===== src/rtl/pipe_arb_pkg.sv =====
// Shared types for the pipeline memory arbiter: FSM state encoding and
// the owner IDs that tag which requester holds the memory.
package pipe_arb_pkg;

  typedef enum logic [1:0] {
    IDLE  = 2'd0,
    ISSUE = 2'd1,
    WAIT  = 2'd2,
    RESP  = 2'd3
  } arb_state_e;

  typedef enum logic {
    OWN_IF = 1'b0,
    OWN_D  = 1'b1
  } owner_e;

endpackage


===== src/rtl/pipe_arb_lat_cnt.sv =====
// Loadable down-counter that times the memory latency. Loaded with MEM_LAT
// while the access strobe is out; done flags the edge at which the read data
// is sampled (count == 1).
module pipe_arb_lat_cnt #(
  parameter int MEM_LAT = 1
) (
  input  logic clock,
  input  logic reset,
  input  logic load,
  input  logic dec,
  output logic done
);

  localparam int CW = $clog2(MEM_LAT + 1);

  logic [CW-1:0] cnt_d, cnt_q;

  // Next count: load has priority, decrement stops at zero.
  always_comb begin
    // NOTE: assign a default before any branch so no path can infer a latch.
    cnt_d = cnt_q;
    if (load) begin
      cnt_d = CW'(MEM_LAT);
    end else if (dec && (cnt_q != '0)) begin
      cnt_d = cnt_q - CW'(1);
    end
  end

  // Count register, cleared by the asynchronous reset.
  always_ff @(posedge clock or posedge reset) begin
    // NOTE: state flops use non-blocking assignments so every flop samples
    // pre-edge values, regardless of block ordering.
    if (reset) begin
      cnt_q <= '0;
    end else begin
      cnt_q <= cnt_d;
    end
  end

  assign done = (cnt_q == CW'(1));

endmodule


===== src/rtl/pipe_mem_arbiter.sv =====
// Arbiter sharing one single-ported memory between the IF (fetch) and MEM
// (load/store) pipeline stages. Data side has fixed priority. Each access is
// IDLE/RESP -> ISSUE (m_en) -> WAIT (MEM_LAT edges) -> RESP (ready pulse).
// Optional build macro PIPE_MEM_ARBITER_PERF_EN adds conflict and stall
// counters (perf_conflict, perf_stall_cyc).
module pipe_mem_arbiter
  import pipe_arb_pkg::*;
#(
  parameter int AW      = 32,
  parameter int DW      = 32,
  parameter int MEM_LAT = 1
) (
  input  logic          clock,
  input  logic          reset,
  input  logic          if_req,
  input  logic [AW-1:0] if_addr,
  output logic          if_ready,
  output logic [DW-1:0] if_rdata,
  input  logic          d_req,
  input  logic          d_we,
  input  logic [AW-1:0] d_addr,
  input  logic [DW-1:0] d_wdata,
  output logic          d_ready,
  output logic [DW-1:0] d_rdata,
  output logic          if_stall,
  output logic          d_stall,
  output logic          m_en,
  output logic          m_we,
  output logic [AW-1:0] m_addr,
  output logic [DW-1:0] m_wdata,
  input  logic [DW-1:0] m_rdata,
`ifdef PIPE_MEM_ARBITER_PERF_EN
  output logic [31:0]   perf_conflict,
  output logic [31:0]   perf_stall_cyc,
`endif
  output logic          busy
);

  arb_state_e    state_d, state_q;
  owner_e        owner_d, owner_q;
  logic          m_en_d, m_en_q;
  logic          m_we_d, m_we_q;
  logic [AW-1:0] m_addr_d, m_addr_q;
  logic [DW-1:0] m_wdata_d, m_wdata_q;
  logic          if_ready_d, if_ready_q;
  logic          d_ready_d, d_ready_q;
  logic [DW-1:0] if_rdata_d, if_rdata_q;
  logic [DW-1:0] d_rdata_d, d_rdata_q;
  logic          busy_d, busy_q;

  logic          arb_edge;
  logic          if_vld;
  logic          d_vld;
  logic          lat_done;

  // In RESP the served requester still shows its old req, so it is masked
  // for this one arbitration to avoid a duplicate access.
  assign arb_edge = (state_q == IDLE) || (state_q == RESP);
  assign if_vld   = if_req && !((state_q == RESP) && (owner_q == OWN_IF));
  assign d_vld    = d_req  && !((state_q == RESP) && (owner_q == OWN_D));

  pipe_arb_lat_cnt #(
    .MEM_LAT (MEM_LAT)
  ) u_lat_cnt (
    .clock (clock),
    .reset (reset),
    .load  (state_q == ISSUE),
    .dec   (state_q == WAIT),
    .done  (lat_done)
  );

  // FSM next state, arbitration, grant latching and read-data capture.
  always_comb begin
    state_d    = state_q;
    owner_d    = owner_q;
    m_en_d     = 1'b0;
    m_we_d     = m_we_q;
    m_addr_d   = m_addr_q;
    m_wdata_d  = m_wdata_q;
    if_ready_d = 1'b0;
    d_ready_d  = 1'b0;
    if_rdata_d = if_rdata_q;
    d_rdata_d  = d_rdata_q;

    case (state_q)
      IDLE, RESP: begin
        if (d_vld) begin
          state_d   = ISSUE;
          owner_d   = OWN_D;
          m_en_d    = 1'b1;
          m_we_d    = d_we;
          m_addr_d  = d_addr;
          m_wdata_d = d_wdata;
        end else if (if_vld) begin
          state_d  = ISSUE;
          owner_d  = OWN_IF;
          m_en_d   = 1'b1;
          m_we_d   = 1'b0;
          m_addr_d = if_addr;
        end else begin
          state_d = IDLE;
        end
      end
      ISSUE: begin
        state_d = WAIT;
      end
      WAIT: begin
        if (lat_done) begin
          state_d = RESP;
          if (owner_q == OWN_D) begin
            d_ready_d = 1'b1;
            if (!m_we_q) begin
              d_rdata_d = m_rdata;
            end
          end else begin
            if_ready_d = 1'b1;
            if_rdata_d = m_rdata;
          end
        end
      end
      default: begin
        state_d = IDLE;
      end
    endcase

    busy_d = (state_d != IDLE);
  end

  // State and registered outputs; reset aborts any in-flight access.
  always_ff @(posedge clock or posedge reset) begin
    if (reset) begin
      state_q    <= IDLE;
      owner_q    <= OWN_IF;
      m_en_q     <= 1'b0;
      m_we_q     <= 1'b0;
      m_addr_q   <= '0;
      m_wdata_q  <= '0;
      if_ready_q <= 1'b0;
      d_ready_q  <= 1'b0;
      if_rdata_q <= '0;
      d_rdata_q  <= '0;
      busy_q     <= 1'b0;
    end else begin
      state_q    <= state_d;
      owner_q    <= owner_d;
      m_en_q     <= m_en_d;
      m_we_q     <= m_we_d;
      m_addr_q   <= m_addr_d;
      m_wdata_q  <= m_wdata_d;
      if_ready_q <= if_ready_d;
      d_ready_q  <= d_ready_d;
      if_rdata_q <= if_rdata_d;
      d_rdata_q  <= d_rdata_d;
      busy_q     <= busy_d;
    end
  end

  assign m_en     = m_en_q;
  assign m_we     = m_we_q;
  assign m_addr   = m_addr_q;
  assign m_wdata  = m_wdata_q;
  assign if_ready = if_ready_q;
  assign d_ready  = d_ready_q;
  assign if_rdata = if_rdata_q;
  assign d_rdata  = d_rdata_q;
  assign busy     = busy_q;
  assign if_stall = if_req && !if_ready_q;
  assign d_stall  = d_req && !d_ready_q;

`ifdef PIPE_MEM_ARBITER_PERF_EN
  logic [31:0] perf_conflict_d, perf_conflict_q;
  logic [31:0] perf_stall_cyc_d, perf_stall_cyc_q;

  // Wrapping event counters: contested arbitrations and stalled cycles.
  always_comb begin
    perf_conflict_d  = perf_conflict_q + {31'd0, (arb_edge && if_vld && d_vld)};
    perf_stall_cyc_d = perf_stall_cyc_q + {31'd0, (if_stall || d_stall)};
  end

  // Counter registers, cleared by reset.
  always_ff @(posedge clock or posedge reset) begin
    if (reset) begin
      perf_conflict_q  <= '0;
      perf_stall_cyc_q <= '0;
    end else begin
      perf_conflict_q  <= perf_conflict_d;
      perf_stall_cyc_q <= perf_stall_cyc_d;
    end
  end

  assign perf_conflict  = perf_conflict_q;
  assign perf_stall_cyc = perf_stall_cyc_q;
`endif

endmodule


===== config.mk =====
export PLATFORM = sky130hd
export DESIGN_NAME = pipe_mem_arbiter
export DESIGN_NICKNAME = d
export VERILOG_FILES = /design/src/rtl/pipe_arb_pkg.sv /design/src/rtl/pipe_arb_lat_cnt.sv /design/src/rtl/pipe_mem_arbiter.sv
export SDC_FILE = /design/constraint.sdc
export NUM_CORES = 1
export LEC_CHECK = 0
export CAP_MARGIN = 20
export CORE_ASPECT_RATIO = 1.2
export CORE_UTILIZATION = 44
export CTS_BUF_LIST = sky130_fd_sc_hd__clkbuf_16
export CTS_CLUSTER_SIZE = 40
export DETAILED_ROUTE_END_ITERATION = 8
export PLACE_DENSITY = 0.92
export SYNTH_ARGS = -nofsm -noshare
export SYNTH_HDL_FRONTEND = slang
export SYNTH_SLANG_ARGS = --single-unit

===== constraint.sdc =====
create_clock -name clock -period 7.8 [get_ports clock]
set_input_delay 1.95 -clock clock [delete_from_list [all_inputs] [get_ports clock]]
set_output_delay 1.95 -clock clock [all_outputs]
set_load 0.02 [all_outputs]

==> impl_metrics.yaml <==
pwr:
  static-leakage-power_nw: 3.866
  ir_worst_vdd_v: 0.0002477
  power_density_nw_per_um2: 475.8
sta:
  tightestPinTransition_ns: 0.8443
  maxClockFrequency_mhz: 193.1
  rsz0062_at_grt: "false"
  setup_viol_count_final: 0
  final-hold-violation-count: 0
  period_share: 0.6639
  relSlewSlack: 0.4371
  maxSlewViolCount: 0
  totalNegativeSetupSlack_ns: 0
  fin_skew_ns: 0.01348
  final.min_clock_period_ns: 5.179
cts:
  clk_pin_slew_worst_paths_ns: 0.05
  cts.repair_timing.setup_buffer_count: 0
  clock_tree.root_cell: "sky130_fd_sc_hd__clkbuf_16"
  cts.htree.levels: 4
  cts_resized: 0
  clock_insertion_delay_worst_skew_ns: 0.41
  numClockSinks: 137
  hold_buffers: 0
  tritoncts: "built"
  max-clock-path-buffers: 2
  tritoncts.num_buffers: 17
finish:
  layout.cells.most_common: "sky130_fd_sc_hd__clkdlybuf4s50_1"
  layout.cells.most_common_list: "sky130_fd_sc_hd__clkdlybuf4s50_1 (267), sky130_fd_sc_hd__dfrtp_1 (137), sky130_fd_sc_hd__mux2_2 (134), sky130_fd_sc_hd__mux2_4 (26), sky130_fd_sc_hd__clkbuf_16 (17)"
  layout.cells.non_filler: 791
  antenna_cells_inserted: 0
  finalNetCount: 753
  area_growth_from_synthesis_to_layout_pct: 61.97
  drive_above_1_share: 0.3159
min_path:
  cell_count_of_the_worst_hold_path: 1
  min_path_type: "register to register"
  hp-start: "if_rdata[10]"
  min_delay_worst_endpoint: "if_rdata[10]"
detailed_routing:
  firstDrtPassIters: 4
  vias: 3864
  routed_wire_length_per_instance_um: 18.21
  post_drt_via_cell_ratio: 4.885
  met2WireLength_um: 7759
  routed_wl_um: 14410
  ant_nets: 0
  route.met3.wl_um: 1180
  drt_first_iter_violations: 123
  route.detailed.drc: 0
  wl_met1_um: 5121
  highest_metal_layer_with_signal_wires: "met4"
grt:
  grt_start_max_net_pins: 72
  first_pass_grt_wire_length_um: 22960
  grt_overflow_total: 0
  vias_in_the_first_global_route: 4355
  track_usage: 0.2287
  antenna_violations_before_repair: 0
placed_design:
  place_inst: 758
  finalWeightedCongestion: 0.7452
  io_buffers: 267
  dp_hpwl_um: 10520
worst_setup_path:
  regToRegStartpoint: "state_q[0]"
  critical_path_class: "input port to output port"
  worst_ep_required_time_ns: 5.85
  end_kind: "output port"
  ff2ff_path_depth: 6
  worst-path-max-fanout: 3
  worstReg2RegEnd: "m_wdata[16]"
  critPathLaunchType: "input port"
  timing.critical_path.arrival_ns: 3.23
  register_to_register_setup_slack_ns: 5.36
synthesis:
  post_synth_instance_area_um2: 5615
  ys_ff_latch: 137
  synth-seq-area-share: 0.6105
  synth.top_cells.by_area: "sky130_fd_sc_hd__dfrtp_1 (61%), sky130_fd_sc_hd__mux2_2 (27%), sky130_fd_sc_hd__mux2_4 (7.0%)"
  synth_top_area_cell: "sky130_fd_sc_hd__dfrtp_1"
  ys_types: 18
  synth_cells: 341
  synth.yosys.warnings: 0
  synth.avg_cell_area_um2: 16.47
  total_nets_after_synthesis: 477
  post-synth-top-area-fraction: 0.6105
floorplanning:
  core_area_um2: 12280
  fp.dieW_um: 105.1
  initial_utilization: 0.4574
  floorplan.io_pins: 268
  floorplan.die_area_um2: 13220
  floorplan_die_height_um: 125.8
  floorplan.rows: 44
outcome:
  status: "finished clean"
flow_run:
  max-cap-violations: 0
==> critical path, cell delays in order <==
cell                              delay, ns
sky130_fd_sc_hd__clkdlybuf4s50_1       0.51
sky130_fd_sc_hd__nor2b_1               0.15
sky130_fd_sc_hd__clkdlybuf4s50_1       0.61
==> logic make-up after synthesis <==
family	synth area share
AOI/OAI and AO/OA	0.008913
muxes	0.3382
buffers and inverters	0.02340
adders and majority gates	0.006685
DFF	0.6105
and+or+nand+nor	0.01226
==> flip-flops by register name, indices dropped and copies added, names as in the netlist <==
| name | count |
|---|---|
| d_rdata | 32 |
| if_rdata | 32 |
| m_addr | 32 |
| m_wdata | 32 |
| state_q | 2 |
| busy | 1 |
| d_ready | 1 |
| if_ready | 1 |
| m_en | 1 |
| m_we | 1 |
| owner_q | 1 |
| u_lat_cnt.done | 1 |
==> stage by stage <==
step | setup WS (ns) | power, mW | util | area, µm² | hold slack [ns]
global route | 2.568 | 4.529 | 0.7408 | 9095 | 0.5162
floorplan | 2.182 | 2.511 | - | 5615 | 0.4868
global placement | 2.659 | 3.384 | 0.6862 | 8424 | 0.4878
CTS | 2.615 | 4.363 | 0.7392 | 9075 | 0.5056
finish | 2.621 | 4.327 | 0.7408 | 9095 | 0.5022
detailed placement | 2.626 | 3.463 | 0.6862 | 8424 | 0.4909
==> power breakdown <==
group          switching [mW]  leakage, nW  internal (mW)
registers               0.200         1.61           1.09
clock network           0.302        0.317          0.569
logic                   0.974         1.94           1.20
total                    1.48         3.87           2.85
==> final cells by class <==
type                       instances  area, µm²
fill                             770       3182
multi-input combinational        181       2056
clock buffer                      17      425.4
sequential                       137       3428
clock inverter                    15      225.2
timing repair buffer             273       2730
inverter                           7      28.78
tap                              161      201.4
==> worst max-delay path by stage <==
stage,startpoint,slack (ns),endpoint,depth (start not counted)
floorplan,reset,2.18,busy,1
global placement,d_req,2.66,d_stall,3
detailed placement,d_req,2.63,d_stall,3
CTS,d_req,2.61,d_stall,3
global route,d_req,2.57,d_stall,3
finish,d_req,2.62,d_stall,3
==> cell usage after synthesis <==
master                     number
sky130_fd_sc_hd__buf_2         12
sky130_fd_sc_hd__buf_6          4
sky130_fd_sc_hd__nand3_1        1
sky130_fd_sc_hd__mux2_2       134
sky130_fd_sc_hd__dfrtp_1      137
sky130_fd_sc_hd__mux2_4        26
sky130_fd_sc_hd__a21boi_4       1
sky130_fd_sc_hd__nand3b_1       1
sky130_fd_sc_hd__nand2_1        5
sky130_fd_sc_hd__ha_1           3
sky130_fd_sc_hd__nor2b_1        2
sky130_fd_sc_hd__o211ai_1       1
sky130_fd_sc_hd__nand2b_1       3
sky130_fd_sc_hd__inv_1          7
sky130_fd_sc_hd__a21o_1         1
sky130_fd_sc_hd__o21ai_0        1
sky130_fd_sc_hd__o221a_1        1
sky130_fd_sc_hd__and3_1         1
==> per-layer routing <==
layer / up-vias / global-route usage
met5: - / 0
met4: 0 / 0.09114
li1: 1760 / -
met3: 24 / 0.08696
met1: 1907 / 0.2403
met2: 173 / 0.4106
Note: power is estimated with default switching activity, not from simulation.
